### config.mk
export PLATFORM = sky130hd
export DESIGN_NAME = load_store_unit
export DESIGN_NICKNAME = d
export VERILOG_FILES = /design/src/rtl/load_store_unit.sv
export SDC_FILE = /design/constraint.sdc
export NUM_CORES = 1
export LEC_CHECK = 0
export BUFFER_PORTS_ARGS = -buffer_cell sky130_fd_sc_hd__buf_2
export CAP_MARGIN = 20
export CORE_MARGIN = 4
export CORE_UTILIZATION = 25
export DETAILED_ROUTE_END_ITERATION = 7
export GPL_ROUTABILITY_DRIVEN = 0
export PLACE_DENSITY = 0.51
export SYNTH_ARGS = -nofsm -noshare
export SYNTH_HDL_FRONTEND = slang
export SYNTH_SLANG_ARGS = --single-unit
### constraint.sdc
create_clock -name clk -period 2.1 [get_ports clk]
set_input_delay 0.105 -clock clk [delete_from_list [all_inputs] [get_ports clk]]
set_output_delay 0.105 -clock clk [all_outputs]
set_load 0.02 [all_outputs]
### src/rtl/load_store_unit.sv
// Load/store sequencer between the core memory stage and a word-only data memory.
// Sub-word stores are done as read-modify-write; sub-word loads are extracted and extended.
module load_store_unit #(
  parameter int unsigned MEM_BYTES = 128
) (
  input  logic        clk,
  input  logic        reset_n,
  input  logic        req_valid,
  output logic        req_ready,
  input  logic        req_store,
  input  logic [2:0]  req_funct3,
  input  logic [31:0] req_addr,
  input  logic [31:0] req_wdata,
  output logic        resp_valid,
  output logic [31:0] resp_rdata,
  output logic        resp_misaligned,
  output logic        resp_fault,
  output logic        mem_read,
  output logic        mem_write,
  output logic [31:0] mem_addr,
  output logic [31:0] mem_wdata,
  input  logic [31:0] mem_rdata
);

  typedef enum logic [1:0] {IDLE, RD, CAP, WR} state_t;

  state_t      state, state_nxt;
  logic        lat_store;
  logic [2:0]  lat_funct3;
  logic [31:0] lat_addr, lat_wdata, merge_buf;
  logic        accept, bad_funct3, misaligned, out_of_range;
  logic [7:0]  ld_byte;
  logic [15:0] ld_half;
  logic [31:0] load_data, merge_data;

  assign req_ready = (state == IDLE);
  assign accept    = req_valid & req_ready;

  // Classification works on the live request so the response can be registered on the accept edge.
  always_comb begin
    bad_funct3   = req_store ? (req_funct3[2] | (req_funct3[1:0] == 2'b11))
                             : ((req_funct3 == 3'b011) | (req_funct3[2:1] == 2'b11));
    misaligned   = !bad_funct3 &&
                   (((req_funct3[1:0] == 2'b01) && req_addr[0]) ||
                    ((req_funct3[1:0] == 2'b10) && (req_addr[1:0] != 2'b00)));
    out_of_range = (req_addr >= 32'(MEM_BYTES));
  end

  always_ff @(posedge clk or negedge reset_n) begin
    if (!reset_n) state <= IDLE;
    else          state <= state_nxt;
  end

  always_comb begin
    state_nxt = state;
    mem_read  = 1'b0;
    mem_write = 1'b0;
    case (state)
      IDLE: if (accept && !bad_funct3 && !misaligned && !out_of_range)
              state_nxt = (req_store && (req_funct3 == 3'b010)) ? WR : RD;
      RD: begin
        mem_read  = 1'b1;
        state_nxt = CAP;
      end
      CAP: state_nxt = lat_store ? WR : IDLE;
      WR: begin
        mem_write = 1'b1;
        state_nxt = IDLE;
      end
      default: state_nxt = IDLE;
    endcase
  end

  assign mem_addr  = (mem_read | mem_write) ? {lat_addr[31:2], 2'b00} : 32'h0;
  assign mem_wdata = mem_write ? ((lat_funct3 == 3'b010) ? lat_wdata : merge_buf) : 32'h0;

  always_comb begin
    ld_byte = mem_rdata[{lat_addr[1:0], 3'b000} +: 8];
    ld_half = lat_addr[1] ? mem_rdata[31:16] : mem_rdata[15:0];
    case (lat_funct3)
      3'b000:  load_data = {{24{ld_byte[7]}}, ld_byte};
      3'b001:  load_data = {{16{ld_half[15]}}, ld_half};
      3'b100:  load_data = {24'h0, ld_byte};
      3'b101:  load_data = {16'h0, ld_half};
      default: load_data = mem_rdata;
    endcase
    merge_data = mem_rdata;
    if (lat_funct3[1:0] == 2'b00) merge_data[{lat_addr[1:0], 3'b000} +: 8] = lat_wdata[7:0];
    else                          merge_data[{lat_addr[1], 4'b0000} +: 16] = lat_wdata[15:0];
  end

  // Response fields default to 0 every cycle so they only carry data during the pulse.
  always_ff @(posedge clk or negedge reset_n) begin
    if (!reset_n) begin
      lat_store       <= 1'b0;
      lat_funct3      <= 3'b000;
      lat_addr        <= 32'h0;
      lat_wdata       <= 32'h0;
      merge_buf       <= 32'h0;
      resp_valid      <= 1'b0;
      resp_rdata      <= 32'h0;
      resp_misaligned <= 1'b0;
      resp_fault      <= 1'b0;
    end else begin
      resp_valid      <= 1'b0;
      resp_rdata      <= 32'h0;
      resp_misaligned <= 1'b0;
      resp_fault      <= 1'b0;
      if (accept) begin
        lat_store       <= req_store;
        lat_funct3      <= req_funct3;
        lat_addr        <= req_addr;
        lat_wdata       <= req_wdata;
        resp_valid      <= bad_funct3 | misaligned | out_of_range;
        resp_misaligned <= misaligned;
        resp_fault      <= bad_funct3 | (!misaligned & out_of_range);
      end
      if (state == CAP) begin
        if (lat_store) merge_buf <= merge_data;
        else begin
          resp_valid <= 1'b1;
          resp_rdata <= load_data;
        end
      end
      if (state == WR) resp_valid <= 1'b1;
    end
  end

endmodule

==> flow_summary.yaml, run 1 <==
outcome:
  status: "completed"
yosys:
  yosysWarnings: 0
  syn_avg_cell_area_sq_um: 8.48
  yosysUniqueCellTypes: 43
  synth-seq-cells: 137
  synth_ff_type: "dfrtp_1"
  async_reset_ff_frac: 1.00
  synth_edf_count: 0
  synthCells: 800
  synth_seq_area_share: 0.505
  syn-cell-area_sq_mm: 0.00679
hold_path:
  hold_depth: 3
  min_path_type: "in2reg"
  holdPathEnd: "resp_rdata[15]"
  min_from: "mem_rdata[15]"
power:
  irDropWorstVdd_mv: 0.376
  clkPwrFrac: 0.462
  power_frac_seq: 0.398
  p_per_area_mw_per_mm2: 729
  pwr-share-comb: 0.140
  p_leak_nw: 5.22
  p_sw_mw: 1.98
  p_int_mw: 5.23
  p_sw_frac: 0.274
worst_setup_path:
  crit_type: "reg2out"
  r2r_slack_ns: 0.19
  start_kind: "flop"
  cp_data_required_time_ns: 2.00
  crit_path_end_kind: "output port"
  crit_fanout: 21
  timing.rr.end: "merge_buf[17]"
  reg2reg_depth: 5
  critPathArrivalTime_ns: 1.83
  r2r-start: "lat_addr[1]"
floorplan:
  io-pin-count: 205
  num_rows: 60
  die_area_sq_mm: 0.0299
  start_util: 0.253
  die_w_um: 173
  fp.dieH_um: 173
  core-area_sq_mm: 0.0268
detailed_routing:
  routedWlPerCell_um: 17.1
  drc_errors: 0
  routed_wl_mm: 24.7
  drt_first_pass_iters: 4
  vias: 6757
  via_per_inst: 4.68
  first_iter_violations: 404
  drtAntennaViolNets: 0
place:
  portBuffers: 202
  dp_slack_ns: -0.0540
  placed_area_sq_mm: 0.00832
  dp_cells: 1323
  hpwlAfterDp_mm: 17.6
grt:
  track_usage: 0.166
  grtUsageMet2: 0.261
  grt_use_met3: 0.0455
  grt_max_degree: 65
  grt_pass1_wl_mm: 39.8
  grt_most_used_layer: "met2"
  antenna_found_initial: 1
  met1_usage: 0.226
  gr-total-overflow: 0
  first_global_vias: 6919
final_layout:
  multi_input_area_sq_mm: 0.00313
  fill_cells: 2772
  stdcell_count: 1444
  final_area_sq_mm: 0.00987
  layout_commonest_cell: "nand2_1"
  finish.net_count: 1197
  synthToLayoutAreaGrowth_pct: 45.4
  regArea_sq_mm: 0.00343
  drive_above_1_share: 0.253
  final_cell_mix: "nand2_1, buf_2, dfrtp_1"
clocking:
  cts_tree: "built"
  clockBufferDepth: 2
  cts_buffers: 17
  cts_max_level: 4
  cts_sinks: 137
  clk_latency_ns: 0.42
  clk_pin_slew_worst_paths_ns: 0.06
  cts_root_buf: "clkbuf_16"
sta:
  finalSetupTns_ns: 0
  slew_viol_final: 0
  hold_viol: 0
  period_minus_slack_ns: 1.93
  max_freq_ghz: 0.517
  setup_ws_ns: 0.166
  fin_crit_sh: 0.921
  worst_slew_pin_slew_ns: 0.687
  skew_ns: 0.0118
  rsz0062_at_grt: "false"
  relSlewSlack: 0.542
  setup_viol: 0
flow_run:
  maxCapViolations: 0
flip-flops by register name (all words and copies together) (netlist names):
signal,flops
lat_addr,32
lat_wdata,32
merge_buf,32
resp_rdata,32
lat_funct3,3
state,2
lat_store,1
resp_fault,1
resp_misaligned,1
resp_valid,1
area by class of cell:
cell class,instances,area share
Timing Repair Buffer,323,0.224
Tap cell,341,0.0432
Clock buffer,17,0.0431
Antenna cell,2,0.000507
Clock inverter,14,0.0215
Inverter,8,0.00304
Sequential cell,137,0.348
Multi-Input combinational cell,602,0.317
cells in the mapped netlist, types with 3 or more instances:
library cell	number	area, sq um
a21o_1	3	22.5
a21oi_1	56	280
a221o_1	16	160
a221oi_1	6	52.6
a22o_1	16	140
a22oi_1	16	120
and2_1	31	194
buf_2	7	35.0
clkbuf_1	41	154
dfrtp_1	137	3430
ha_1	5	62.6
inv_1	7	26.3
mux2i_1	25	250
nand2_1	324	1220
nand2b_1	4	25.0
nor2_1	26	97.6
nor2b_1	3	18.8
nor3_1	3	15.0
nor4_1	5	31.3
o21ai_0	30	150
o221ai_1	5	43.8
o22ai_1	3	18.8
repair_timing:
item	CTS	global route
endpoints found under the hold margin	147	0
endpoints found under the setup margin	29	15
pin swaps	0	0
resized for setup	4	3
cloned	0	0
buffers inserted	0	1
hold buffers	87	0
critical path: stages (launching register included):
cell and delay (ns):
dfrtp_2 0.46, nor3_4 0.23, buf_6 0.23, nand2_1 0.09, a21oi_2 0.19, buf_2 0.19
per-stage QoR:
stage	utilization	hold slack [ns]	power [mW]
final	0.368	0.0136	7.20
after global routing	0.368	0.00924	7.53
after CTS	0.367	0.00240	7.26
after detailed placement	0.310	0.164	3.78
after global placement	0.310	0.159	3.77
after floorplan	-	-0.191	3.35
power groups by stage:
stage	combinational (mW)	sequential [mW]	clock (mW)
floorplan	0.472	2.88	0
global placement	0.857	2.91	0
detailed placement	0.865	2.92	0
CTS	1.00	2.87	3.39
global route	1.13	2.88	3.52
finish	1.01	2.87	3.33
metal layers:
layer | wire length (um) | part of all wire
met1 | 11500 | 0.46
met2 | 11300 | 0.46
met3 | 1550 | 0.063
met4 | 410 | 0.017
met5 | 0 | 0
kinds of logic (layout without fill, tap and decap cells):
logic type               Yosys count  in the layout  synth area share
AO/OA/AOI/OAI                    155            155             0.151
flip-flops                       137            137             0.505
AND/OR/NAND/NOR                  412            412             0.252
buffers and inverters             62            362            0.0389
multiplexers                      28             28            0.0435
other                              1              4          0.000552
adder cells (fa/ha/maj)            5              5           0.00922
worst max-delay path by stage:
stage	startpoint	end	slack [ns]	depth (start not counted)
floorplan	lat_addr[1]	merge_buf[0]	0.13	7
CTS	lat_funct3[0]	mem_wdata[18]	0.03	5
detailed placement	lat_addr[1]	merge_buf[15]	-0.05	6
global placement	lat_addr[1]	merge_buf[8]	-0.0006	6
finish	lat_funct3[0]	mem_wdata[18]	0.17	5
global route	lat_funct3[1]	mem_wdata[21]	0.05	6
(Power assumes the default switching activity.)
==> inputs of run 2 (changes only) <==
- ABC_AREA: default -> 1
- GPL_ROUTABILITY_DRIVEN: 0 -> default
==> run 2 against run 1 <==
Effect of this change:
- final cell count grew 19%
- clock power fell by 8.1%
- routed wire length up 12%
- core utilization down 1.7 points
- maximum frequency down 2.3%
- synthesized area rose by 11%
- synthesized cell count grew 31%
- critical endpoint is now mem_wdata[4]
==> flow_summary.yaml, run 2 <==
outcome:
  status: "completed"
final_layout:
  synthToLayoutAreaGrowth_pct: 38.3
  final_cell_mix: "nand2_1, buf_2, o21ai_0"
  drive_above_1_share: 0.216
  finish.net_count: 1423
  fill_cells: 3212
  layout_commonest_cell: "nand2_1"
yosys:
  synth_ff_type: "dfrtp_1"
  yosysMostFrequentCell: "nand2_1"
  synth_top_area_share: 0.456
  yosysWarnings: 0
  yosysUniqueCellTypes: 30
  syn_avg_cell_area_sq_um: 7.17
  synth-seq-cells: 137
  synth_area_leaders: "dfrtp_1, nand2_1, o21ai_0"
  synthTopCellsByCount: "nand2_1, o21ai_0, dfrtp_1"
  synth_seq_area_share: 0.456
  async_reset_ff_frac: 1.00
  syn-cell-area_sq_mm: 0.00752
  synth_edf_count: 0
  synthCells: 1049
  netlist.top_cell.by_area: "dfrtp_1"
power:
  power_frac_seq: 0.409
  p_sw_frac: 0.301
  clkPwrFrac: 0.407
  p_int_mw: 5.25
  p_sw_mw: 2.27
  finalPower_mw: 7.52
  p_leak_nw: 5.62
  p_per_area_mw_per_mm2: 722
  pwr-share-comb: 0.184
  irDropWorstVdd_mv: 0.552
grt:
  gr-total-overflow: 0
  met1_usage: 0.212
  grt_max_degree: 87
  grt_most_used_layer: "met2"
  first_global_vias: 7776
  grt_pass1_wl_mm: 43.3
  antenna_found_initial: 2
  grt_use_met3: 0.0306
  track_usage: 0.166
  grtUsageMet2: 0.276
place:
  portBuffers: 202
  hpwlAfterDp_mm: 20.2
  gp_congestion: 0.887
detailed_routing:
  via_per_inst: 4.51
  vias: 7760
  drtAntennaViolNets: 0
  routedWlPerCell_um: 16.1
  routed_wl_mm: 27.6
  drc_errors: 0
  drt_first_pass_iters: 5
  first_iter_violations: 571
worst_setup_path:
  critPathArrivalTime_ns: 1.87
  crit_path_end_kind: "output port"
  crit_type: "reg2out"
  crit_fanout: 19
  start_kind: "flop"
  cp_data_required_time_ns: 2.00
clocking:
  cts_max_level: 4
  clockBufferDepth: 2
  clk_pin_slew_worst_paths_ns: 0.06
  cts_root_buf: "clkbuf_16"
  clk_latency_ns: 0.43
  cts_buffers: 17
  cts_sinks: 137
  cts_tree: "built"
sta:
  worst_slew_pin_slew_ns: 0.924
  fin_crit_sh: 0.943
  hold_slack_ns: 0.00358
  period_minus_slack_ns: 1.98
  slew_viol_final: 0
  finalSetupTns_ns: 0
  hold_viol: 0
  rsz0062_at_grt: "false"
  setup_viol: 0
  relSlewSlack: 0.383
  skew_ns: 0.0118
  max_freq_ghz: 0.505
floorplan:
  num_rows: 63
  start_util: 0.254
  die_w_um: 181
  die_area_sq_mm: 0.0329
  core-area_sq_mm: 0.0296
  fp.dieH_um: 181
  io-pin-count: 205
hold_path:
  min_path_type: "in2reg"
flow_run:
  maxCapViolations: 0
-- run 2: cell types whose count changed in the layout (fill, tap and decap cells not counted), sizes merged, moves of 16 or more --
cell | previous run | this run
a221o | 16 | 0
a22o | 16 | 0
a22oi | 16 | 0
and2 | 31 | 1
inv | 14 | 121
mux2i | 25 | 0
nand3 | 2 | 18
nor2 | 26 | 110
o21ai | 30 | 149
o22ai | 3 | 22
-- run 2: power groups by stage --
| stage | clock (mW) | sequential (mW) | combinational, mW |
|---|---|---|---|
| 3_3_place_gp | 0 | 3.12 | 1.25 |
| 2_1_floorplan | 0 | 3.07 | 0.766 |
| 3_5_place_dp | 0 | 3.12 | 1.26 |
| 5_1_grt | 3.24 | 3.11 | 1.57 |
| 4_1_cts | 3.12 | 3.08 | 1.39 |
| 6_report | 3.06 | 3.08 | 1.38 |
-- run 2: cell families (layout without fill, tap and decap cells) --
family,Yosys count,count (layout),share of synthesized area
AO/OA/AOI/OAI,256,256,0.179
flip-flops,137,137,0.456
AND/OR/NAND/NOR,467,467,0.256
other,1,3,0.000498
adder cells (fa/ha/maj),5,5,0.00832
buffers and inverters,183,461,0.100
-- run 2: what timing repair did --
| action | in CTS | in global routing |
|---|---|---|
| endpoints found under the setup margin | 0 | 32 |
| hold buffers | 82 | 0 |
| setup buffers | 0 | 2 |
| resized for setup | 0 | 8 |
| endpoints found under the hold margin | 198 | 0 |
-- run 2: final timing paths --
check	start	end	slack, ns	cells after the start
setup / recovery	lat_funct3[2]	mem_wdata[4]	0.12	7
min in group asynchronous	reset_n	resp_rdata[7]	0.16	2
max in group asynchronous	reset_n	lat_wdata[23]	1.31	3
hold reg to reg	lat_addr[9]	lat_addr[9]	0.47	2
setup reg to reg	lat_addr[1]	resp_rdata[19]	0.22	8
hold / removal	req_funct3[1]	lat_funct3[1]	0.004	3
-- run 2: area by class of cell --
cell class	count	area, sq um	share of cell area
Multi-Input combinational cell	730	3340	0.321
Timing Repair Buffer	309	2090	0.201
Tap cell	390	488	0.0469
Antenna cell	1	2.50	0.000240
Sequential cell	137	3430	0.330
Clock buffer	19	453	0.0435
Clock inverter	13	144	0.0138
Inverter	120	454	0.0436
-- run 2: metrics by stage --
step | setup WS [ns] | cells | utilization | instance area (sq um)
2_1_floorplan | 0.186 | 1050 | - | 7530
3_5_place_dp | 0.234 | 1602 | 0.302 | 8950
4_1_cts | 0.00611 | 1716 | 0.350 | 10400
6_report | 0.120 | 1719 | 0.351 | 10400
5_1_grt | 0.00446 | 1719 | 0.351 | 10400
3_3_place_gp | 0.340 | 1602 | 0.302 | 8950
-- run 2: critical path, stage by stage (launching register included) --
cell and delay, ns:
dfrtp_1 0.40, inv_1 0.14, nand3_2 0.12, inv_2 0.14, buf_8 0.20, o21ai_0 0.09, a21oi_1 0.16, buf_2 0.19
-- run 2: routing by layer --
metal  part of all wire  vias up
li1                   -     3859
met1               0.42     3624
met2               0.49      221
met3              0.050       54
met4              0.035        2
met5            0.00025        -
==> inputs of run 3 (changes only) <==
- CORE_UTILIZATION: 25 -> 40
- PLACE_DENSITY: 0.51 -> 0.71
==> run 3 against run 2 <==
Effect of this change:
- sequential share of layout area is 0.98 points higher
- sequential power about the same
- critical path depth unchanged
- register-to-register slack gained 0.02 ns
- critical path type unchanged
- critical endpoint is now mem_wdata[23]
- largest power group unchanged
==> flow_summary.yaml, run 3 (same netlist as run 2, synthesis figures left out) <==
outcome:
  status: "completed"
sta:
  rsz0062_at_grt: "false"
  relSlewSlack: 0.418
  fin_crit_sh: 0.933
  setup_ws_ns: 0.140
  period_minus_slack_ns: 1.96
  hold_viol: 0
  finalSetupTns_ns: 0
  skew_ns: 0.0127
  max_freq_ghz: 0.510
  setup_viol: 0
  worst_slew_pin_slew_ns: 0.873
  slew_viol_final: 0
detailed_routing:
  routedWlPerCell_um: 16.1
  via_per_inst: 5.11
  first_iter_violations: 682
  drtAntennaViolNets: 0
  routed_wl_mm: 25.0
  wl_met1_mm: 10.5
  wl_met3_mm: 1.61
  dr_wl_met2_mm: 12.0
  drt_first_pass_iters: 5
  topRoutingLayerUsed: "met5"
  drc_errors: 0
  vias: 7929
grt:
  first_global_vias: 7819
  track_usage: 0.237
  grt_max_degree: 59
  gr-total-overflow: 0
  grt_pass1_wl_mm: 40.7
  antenna_found_initial: 1
clocking:
  cts_max_level: 4
  postCtsSetupBuffers: 0
  clk_latency_ns: 0.42
  cts_sinks: 137
  cts_tree: "built"
  cts_root_buf: "clkbuf_16"
  clockBufferDepth: 2
  clk_pin_slew_worst_paths_ns: 0.06
  cts_buffers: 17
power:
  irDropWorstVdd_mv: 0.502
  p_leak_nw: 5.60
  p_per_area_mw_per_mm2: 731
final_layout:
  final_area_sq_mm: 0.0101
  drive_above_1_share: 0.215
  synthToLayoutAreaGrowth_pct: 34.4
  finish.net_count: 1419
  layout_commonest_cell: "nand2_1"
  final_cell_mix: "nand2_1, buf_2, o21ai_0"
  stdcell_count: 1553
  utilization: 0.555
  num_antenna_cells: 0
worst_setup_path:
  crit_path_end_kind: "output port"
  critPathArrivalTime_ns: 1.85
  start_kind: "flop"
  crit_fanout: 14
  crit_type: "reg2out"
  cp_data_required_time_ns: 2.00
place:
  placed_area_sq_mm: 0.00871
  gp_congestion: 0.955
  hpwlAfterDp_mm: 17.5
  portBuffers: 202
  dp_cells: 1441
  dp_slack_ns: 0.234
floorplan:
  fp.dieH_um: 145
  core-area_sq_mm: 0.0182
  start_util: 0.413
  num_rows: 49
  io-pin-count: 205
  die_area_sq_mm: 0.0211
  die_w_um: 145
flow_run:
  maxCapViolations: 0
hold_path:
  min_path_type: "in2reg"
==> run 3: changes by cell type in the layout (fill, tap and decap cells not counted), sizes merged <==
cell / delta
buf: -2
inv: +7
clkinv: -2
clkbuf: -2
bufinv: -1
clkinvlp: -2
diode: -1
dlygate4sd3: -2
==> run 3: critical path, cell delays in order (launching register included) <==
cell     delay, ns
dfrtp_1       0.41
inv_1         0.15
nand3_2       0.11
inv_2         0.16
buf_6         0.19
nand2_1       0.07
a21oi_1       0.15
buf_2         0.20
==> run 3: power breakdown <==
group,switching (mW),total (mW),internal (mW)
Combinational,0.830,1.33,0.500
Sequential,0.167,3.08,2.92
Clock,1.29,2.97,1.68
Total,2.29,7.39,5.10
==> run 3: final cells by class <==
cell class / count / area, sq um
timing repair buffer: 305 / 2010
tap: 229 / 287
sequential: 137 / 3430
fill: 1683 / 8100
clock inverter: 15 / 159
multi-input combinational: 730 / 3350
clock buffer: 17 / 425
inverter: 120 / 450
==> run 3: metal layers <==
metal  up-vias  GRT usage
li1       3844          -
met1      3662      0.316
met2       360      0.385
met3        61     0.0437
met4         2     0.0897
met5         -          0
==> run 3: per-stage QoR <==
stage	total power, mW	hold slack [ns]
final	7.39	0.0223
after global routing	7.77	0.0117
after CTS	7.43	0.00560
after detailed placement	4.32	0.0776
after global placement	4.30	0.0750
after floorplan	3.84	-0.191
==> run 3: repair_timing <==
item	in CTS	in global routing
hold endpoints to repair	122	0
hold buffers	80	0
endpoints found under the setup margin	21	23
resized for setup	1	4
==> run 3: worst paths after layout <==
path | cells after the start | slack (ns) | start | end
setup / recovery | 7 | 0.14 | lat_funct3[2] | mem_wdata[23]
hold / removal | 3 | 0.02 | mem_rdata[31] | resp_rdata[31]
setup reg to reg | 7 | 0.24 | lat_addr[1] | merge_buf[4]
hold reg to reg | 2 | 0.47 | lat_wdata[22] | lat_wdata[22]
max in group asynchronous | 3 | 1.18 | reset_n | merge_buf[3]
min in group asynchronous | 2 | 0.18 | reset_n | resp_rdata[29]
